`config.mk`:
```
export PLATFORM = sky130hd
export DESIGN_NAME = pc_predict_unit
export DESIGN_NICKNAME = d
export VERILOG_FILES = /design/src/rtl/pc_predict_unit.sv
export SDC_FILE = /design/constraint.sdc
export NUM_CORES = 1
export LEC_CHECK = 0
export CAP_MARGIN = 20
export CORE_MARGIN = 5
export CORE_UTILIZATION = 50
export DETAILED_ROUTE_END_ITERATION = 6
export GPL_ROUTABILITY_DRIVEN = 1
export GPL_TIMING_DRIVEN = 0
export PLACE_DENSITY = 0.74
export REMOVE_ABC_BUFFERS = 1
export SYNTH_ARGS = -nofsm -noshare
export SYNTH_HDL_FRONTEND = slang
export SYNTH_SLANG_ARGS = --single-unit
export TNS_END_PERCENT = 20
```
`constraint.sdc`:
```
create_clock -name clk -period 6.9 [get_ports clk]
set_input_delay 1.035 -clock clk [delete_from_list [all_inputs] [get_ports clk]]
set_output_delay 1.035 -clock clk [all_outputs]
set_load 0.05 [all_outputs]
```
`src/rtl/pc_predict_unit.sv`:
```
// Fetch PC generator: flush, RAS pop, BTB target or sequential step.
// Run/halt control, circular return-address stack, saturating counters.
module pc_predict_unit #(
  parameter int unsigned ADDR_W    = 32,
  parameter int unsigned STEP      = 1,
  parameter int unsigned RESET_PC  = 0,
  parameter int unsigned END_ADDR  = 18,
  parameter int unsigned RAS_DEPTH = 4,
  parameter int unsigned CNT_W     = 16
) (
  input  logic              clk,
  input  logic              rst,
  input  logic              stall,
  input  logic              flush_pipeline,
  input  logic [ADDR_W-1:0] true_address,
  input  logic              prediction,
  input  logic [ADDR_W-1:0] BTB_address,
  input  logic              is_call,
  input  logic              is_return,
  output logic [ADDR_W-1:0] next_PC,
  output logic              pc_valid,
  output logic              halted,
  output logic              ras_empty,
  output logic              ras_full,
  output logic [CNT_W-1:0]  fetch_count,
  output logic [CNT_W-1:0]  redirect_count
);

  localparam int unsigned PTR_W = $clog2(RAS_DEPTH);
  localparam int unsigned OCC_W = $clog2(RAS_DEPTH + 1);
  localparam logic [ADDR_W-1:0] STEP_V = ADDR_W'(STEP);
  localparam logic [ADDR_W-1:0] RST_V  = ADDR_W'(RESET_PC);
  localparam logic [ADDR_W-1:0] END_V  = ADDR_W'(END_ADDR);
  localparam logic [OCC_W-1:0]  FULL_V = OCC_W'(RAS_DEPTH);

  typedef enum logic {RUN, HALT} state_e;

  state_e            state_q, state_d;
  logic [ADDR_W-1:0] pc_q, pc_d;
  logic [ADDR_W-1:0] ras_q [RAS_DEPTH];
  logic [ADDR_W-1:0] ras_d [RAS_DEPTH];
  logic [PTR_W-1:0]  ptr_q, ptr_d;
  logic [OCC_W-1:0]  occ_q, occ_d;
  logic              empty_q, empty_d;
  logic              full_q, full_d;
  logic [CNT_W-1:0]  fetch_q, fetch_d;
  logic [CNT_W-1:0]  redir_q, redir_d;
  logic              fetch_en;
  logic              push;
  logic              pop;
  logic              redirect;
  logic [ADDR_W-1:0] seq_pc;
  logic [ADDR_W-1:0] ras_top;

  assign fetch_en = (state_q == RUN) && !stall;
  assign seq_pc   = pc_q + STEP_V;
  assign ras_top  = ras_q[ptr_q - PTR_W'(1)];

  always_comb begin
    state_d  = state_q;
    pc_d     = pc_q;
    push     = 1'b0;
    pop      = 1'b0;
    redirect = 1'b0;
    if (state_q == HALT) begin
      if (flush_pipeline) begin
        pc_d     = true_address;
        redirect = 1'b1;
        state_d  = (true_address >= END_V) ? HALT : RUN;
      end
    end else if (flush_pipeline) begin
      pc_d     = true_address;
      redirect = 1'b1;
    end else if (pc_q >= END_V) begin
      state_d = HALT;
    end else if (stall) begin
      pc_d = pc_q;
    end else if (is_return && occ_q != '0) begin
      pc_d     = ras_top;
      pop      = 1'b1;
      redirect = 1'b1;
    end else if (prediction) begin
      pc_d     = BTB_address;
      push     = is_call;
      redirect = 1'b1;
    end else begin
      pc_d = seq_pc;
    end
  end

  // Full stack push overwrites the oldest slot: pointer moves, occupancy pins.
  always_comb begin
    ras_d = ras_q;
    ptr_d = ptr_q;
    occ_d = occ_q;
    if (push) begin
      ras_d[ptr_q] = seq_pc;
      ptr_d        = ptr_q + PTR_W'(1);
      occ_d        = (occ_q == FULL_V) ? occ_q : occ_q + OCC_W'(1);
    end else if (pop) begin
      ptr_d = ptr_q - PTR_W'(1);
      occ_d = occ_q - OCC_W'(1);
    end
    empty_d = (occ_d == '0);
    full_d  = (occ_d == FULL_V);
  end

  always_comb begin
    fetch_d = fetch_q;
    redir_d = redir_q;
    if (fetch_en && fetch_q != '1) fetch_d = fetch_q + CNT_W'(1);
    if (redirect && redir_q != '1) redir_d = redir_q + CNT_W'(1);
  end

  always_ff @(posedge clk) begin
    if (rst) begin
      state_q <= RUN;
      pc_q    <= RST_V;
      ptr_q   <= '0;
      occ_q   <= '0;
      empty_q <= 1'b1;
      full_q  <= 1'b0;
      fetch_q <= '0;
      redir_q <= '0;
    end else begin
      state_q <= state_d;
      pc_q    <= pc_d;
      ptr_q   <= ptr_d;
      occ_q   <= occ_d;
      empty_q <= empty_d;
      full_q  <= full_d;
      fetch_q <= fetch_d;
      redir_q <= redir_d;
    end
  end

  always_ff @(posedge clk) begin
    ras_q <= ras_d;
  end

  assign next_PC        = pc_q;
  assign pc_valid       = fetch_en;
  assign halted         = (state_q == HALT);
  assign ras_empty      = empty_q;
  assign ras_full       = full_q;
  assign fetch_count    = fetch_q;
  assign redirect_count = redir_q;

endmodule

```
Word-level counts from Yosys, hierarchy flattened. Index checks and enable logic that the tools add are counted.

$add $sub $neg: 7. Equality and inequality tests: 7. Magnitude comparators: 5. Muxes and demuxes: 41. Reductions and logical operators: 10. Bitwise operators: 3.

Operators with widths (number): 32-bit two-way mux (10); 128-bit bitwise mux (1); 32-bit binary-select mux with 2-bit select (1); 32-bit demux with 2-bit select (1); 32-bit by 5-bit >= comparator with 1-bit output, second input constant (2); 16-bit by 1-bit adder with 16-bit output, second input constant (2); 32-bit by 1-bit adder with 32-bit output, second input constant (1); 16-bit inequality test, second input constant (2); 1-bit two-way mux (23); 3-bit two-way mux (3); 3-bit == test, second input constant (2); 3-bit >= comparator, second input constant (2); 2-bit NOT with 3-bit output (2); 1-bit logical AND (5); 2-bit two-way mux (2); 2-bit inequality test, second input constant (2); 3-bit by 1-bit adder with 3-bit output, second input constant (1); 3-bit logical NOT (1); 3-bit by 1-bit < comparator with 1-bit output, second input constant (1); 3-bit AND reduction (1); 3-bit nonzero test (1); 3-bit by 1-bit subtractor with 3-bit output, second input constant (1); 2-bit by 1-bit adder with 2-bit output, second input constant (1); 2-bit by 1-bit inequality test with 1-bit output, second input constant (1); 4 further kinds (4).

Flip-flop bits (word level): 200. Output and inout port bits: 68.

Depth between registers and ports, before layout.
Depth in word-level cells: 10. Gate-level depth with buffers: 11. Gate-level depth less buffers: 8.

Worst setup path after synthesis. Ideal clock, no wire load.

Path kind: reg2reg. Start point: register pc_q[0], in the netlist next_PC[0]. End point: register ras_q[0] (netlist name), enable pin. Stages on the path, launching flop included: 9. Library setup time: 0.392 ns. Data arrival time: 2.962 ns. Slack: 3.546 ns. Data required time: 6.508 ns. Path through: dfxtp_1 -> inv_1 -> ha_1 -> o41ai_1 -> and4_1 -> buf_4 -> and3_1 -> buf_2 -> and3_1.

Longest elaborated chain between the ends: 4.

Ends and longest elaborated chain: start: declaration (line 39) `logic [ADDR_W-1:0] pc_q, pc_d;`; start signal: assignment (line 127) `pc_q <= pc_d;`; 32-bit by 5-bit >= comparator with 1-bit output (line 74) `end else if (pc_q >= END_V) begin`; 1-bit two-way mux (line 74); 1-bit two-way mux (line 71) `end else if (flush_pipeline) begin`; 1-bit two-way mux (line 65) `if (state_q == HALT) begin`; end signal: assignment (line 138) `ras_q <= ras_d;`; end: declaration (line 40) `logic [ADDR_W-1:0] ras_q [RAS_DEPTH];`.

No other way between the ends. A chain may end at the register's enable or synchronous reset.

Worst setup path in the final report.
Start point: input port stall. End point: output port pc_valid.

Longest elaborated chain between the ends: 2.

Ends and longest elaborated chain: start: declaration (line 13) `input logic stall,`; 1-bit logical NOT (line 55) `assign fetch_en = (state_q == RUN) && !stall;`; 1-bit logical AND (line 55); end: declaration (line 21) `output logic pc_valid,`.

No other way between the ends.

==> flow_summary.json <==
{
  "clockBufferDepth": 2,
  "die_h_um": 150,
  "worstPathRequired_ns": 5.86,
  "yosysTopAreaCellShare_pct": 39.3,
  "hold_viol": 0,
  "grt_pass1_wl_mm": 41.7,
  "drt_iter0_drc": 636,
  "ant_nets": 0,
  "fmax_mhz": 242,
  "drive_above_1_share_pct": 10.8,
  "yosysUniqueCellTypes": 74,
  "area_delta_synth_final_pct": 21.9,
  "critPathCapture": "pc_valid",
  "dr.pass1.iters": 5,
  "tns_ns": 0,
  "powerDensity_mw_per_mm2": 217,
  "drv_slew": 0,
  "setup_viol": 0,
  "ys_ff_latch": 200,
  "drc_errors": 0,
  "wl_met2_mm": 13.1,
  "min_path_type": "flop to flop",
  "tightestPinTransition_ns": 1.01,
  "fill_cells": 1555,
  "ff2ff_path_depth": 6,
  "reg2reg_slack_ns": 3.15,
  "cts_tree": "built",
  "cp_max_fo": 8,
  "fin_nets": 1032,
  "synthCells": 843,
  "grt_pass1_vias": 7362,
  "fin_skew_ns": 0.0109,
  "totalWireLength_mm": 27.2,
  "cts_htree_levels": 4,
  "cts_setup_buffers": 0,
  "cts_buffers": 17,
  "grt_use_total_pct": 24.5,
  "rsz0062_at_grt": "false",
  "rows": 51,
  "syn_avg_cell_area_um2": 11.6,
  "antenna_found_initial": 1,
  "place.gp.congestion": 0.821,
  "cts_resized": 0,
  "vias": 7552,
  "synth_warnings": 0,
  "maxCapViolCount": 0,
  "synth_xor_area_share_pct": 4.57,
  "hold_buffers": 0,
  "routedWlPerCell_um": 22.1,
  "synth_top_family_by_area": "simple AND/OR/NAND/NOR gates",
  "drt-met1-wl_mm": 11.0,
  "yosysSeqAreaShare_pct": 54.1,
  "initial_core_util_pct": 50.5,
  "crit_type": "primary input to primary output",
  "synth_area_leader_cell": "edfxtp_1",
  "syn_area_mm2": 0.00977,
  "vdd_drop_max_v": 0.000162,
  "r2r-end": "ras_q[32]",
  "synthAdderAreaFrac_pct": 1.41,
  "wl_met3_mm": 2.52,
  "setup.worst_path.start_class": "primary input",
  "slew_headroom_pct": 31.3,
  "io_pins": 139,
  "synth_ff_type": "edfxtp_1",
  "outcome": "finished clean",
  "die_area_mm2": 0.0224,
  "post-dp-hpwl_mm": 17.6,
  "cts.reportedPaths.clkPinSlew_ns": 0.07,
  "ys_top_cells_by_area": "edfxtp_1 39%, dfxtp_1 15%, mux4_2 7.1%, xnor2_1 3.1%, nor2_1 2.8%",
  "worstPathArrival_ns": 3.10,
  "setup_slack_ns": 2.77,
  "final_util_pct": 61.6,
  "end_kind": "primary output",
  "critPathLaunch": "stall",
  "avgViaCountPerCell": 6.14,
  "top_layer_used": "met5",
  "min_period_ns": 4.13,
  "die_width_um": 150,
  "grt_start_max_net_pins": 41,
  "cts_sinks": 200,
  "ys_async_sr_fraction_pct": 0,
  "synth-edff-count": 128,
  "yosys.area_share.simple_pct": 17.0,
  "io_buffers": 138,
  "synthMuxAreaShare_pct": 7.91,
  "synth_compound_area_share_pct": 11.0,
  "p_leak_nw": 3.95,
  "period_share_pct": 59.9,
  "grt_overflow": 0,
  "place_ws_ns": 2.53,
  "core_area_mm2": 0.0193,
  "reg2reg_from": "next_PC[0]",
  "insertion_delay_ns": 0.44,
  "cts_root_buffer": "clkbuf_16"
}
==> cell usage after synthesis, types with 3 or more instances <==
library cell  number
a21oi_1           39
buf_6              6
o311ai_1           3
xnor2_1           35
o21ai_1            3
dfxtp_1           72
a21o_1             6
ha_1              11
o21ai_0           36
and4_1            13
inv_1             20
o311ai_0           4
mux4_2            31
o21a_1             4
or2_2              8
buf_2              9
or3_1              4
nand3_1           36
a311oi_1           6
mux2i_1            5
buf_4              5
nor4_1            19
a31oi_1           12
o31ai_1            4
a32o_1             7
a211oi_1           4
nor3b_1            6
and3_1            25
nand2b_1          12
o31a_1             3
clkbuf_1          34
nand2_1           44
o211ai_1           8
nand4_1           14
nor3_1            32
nor2_1            72
xor2_1            16
edfxtp_1         128
==> logic make-up after synthesis <==
family,Yosys count
compound gates,160
xor+xnor,51
fa+ha+maj,11
buf+inv,79
flops,200
mux,37
simple gates,305
==> worst max-delay path, cell delays in order <==
cell             delay (ns)
clkdlybuf4s50_1        0.46
nor2_1                 0.64
clkdlybuf4s50_1        0.95
==> per-stage QoR <==
| step | cell area [um2] | total power, mW | hold slack (ns) | std cells |
|---|---|---|---|---|
| after floorplan | 9460 | 1.50 | 0.467 | 785 |
| after global placement | 11200 | 1.63 | 0.499 | 1188 |
| after detailed placement | 11300 | 1.64 | 0.496 | 1196 |
| after CTS | 11900 | 2.59 | 0.506 | 1228 |
| after global routing | 11900 | 2.67 | 0.555 | 1228 |
| final | 11900 | 2.59 | 0.506 | 1229 |
==> worst min-delay path by stage <==
stage             start  endpoint  slack (ns)  cells after the start
2_1_floorplan  occ_q[1]  occ_q[1]        0.47                      2
3_3_place_gp   occ_q[1]  occ_q[1]        0.50                      2
3_5_place_dp   occ_q[1]  occ_q[1]        0.50                      2
4_1_cts        occ_q[1]  occ_q[1]        0.51                      2
5_1_grt        occ_q[1]  occ_q[1]        0.55                      2
6_report       occ_q[1]  occ_q[1]        0.51                      2
==> where the power goes <==
part	internal (mW)	switching, mW	total [mW]
Sequential	1.29	0.0372	1.33
Clock	0.511	0.457	0.968
Combinational	0.114	0.175	0.288
Total	1.92	0.669	2.59
==> cells in the final DEF, fill, tap and decap left out, types with 7 or more instances in the layout <==
master / count
nand3_1: 36
nor4_1: 19
ha_1: 10
nand2_1: 44
o21ai_0: 36
nor3_1: 32
dfxtp_1: 71
clkdlybuf4s50_1: 136
edfxtp_1: 128
and3_1: 21
nor2_1: 71
xnor2_1: 35
a31oi_1: 12
inv_1: 20
and4_1: 13
or2_2: 8
xor2_1: 16
a21oi_1: 39
o211ai_1: 8
nand4_1: 14
a32o_1: 7
clkbuf_16: 17
mux4_2: 31
nand2b_1: 12
==> layer usage <==
layer	vias to the layer above	GRT usage, %
met5	-	0
met4	2	7.78
met3	49	6.30
met2	370	39.8
met1	3707	32.5
li1	3424	-
==> area by class of cell <==
cell class,count,area (um2),share of cell area [%]
clock inverter,13,120,1.01
timing repair buffer,146,1530,12.8
sequential,200,5290,44.4
antenna,1,2.50,0.0210
tap,265,332,2.78
multi-input combinational,564,4120,34.6
inverter,21,78.8,0.662
clock buffer,19,443,3.72
==> state kept, by name, summed over array words and instances (netlist names) <==
name,cells
occ_q,3
redirect_count,16
ras_empty,1
ras_q,128
ras_full,1
next_PC,32
halted,1
ptr_q,2
fetch_count,16
No activity file was read; power rests on OpenSTA's default activity.
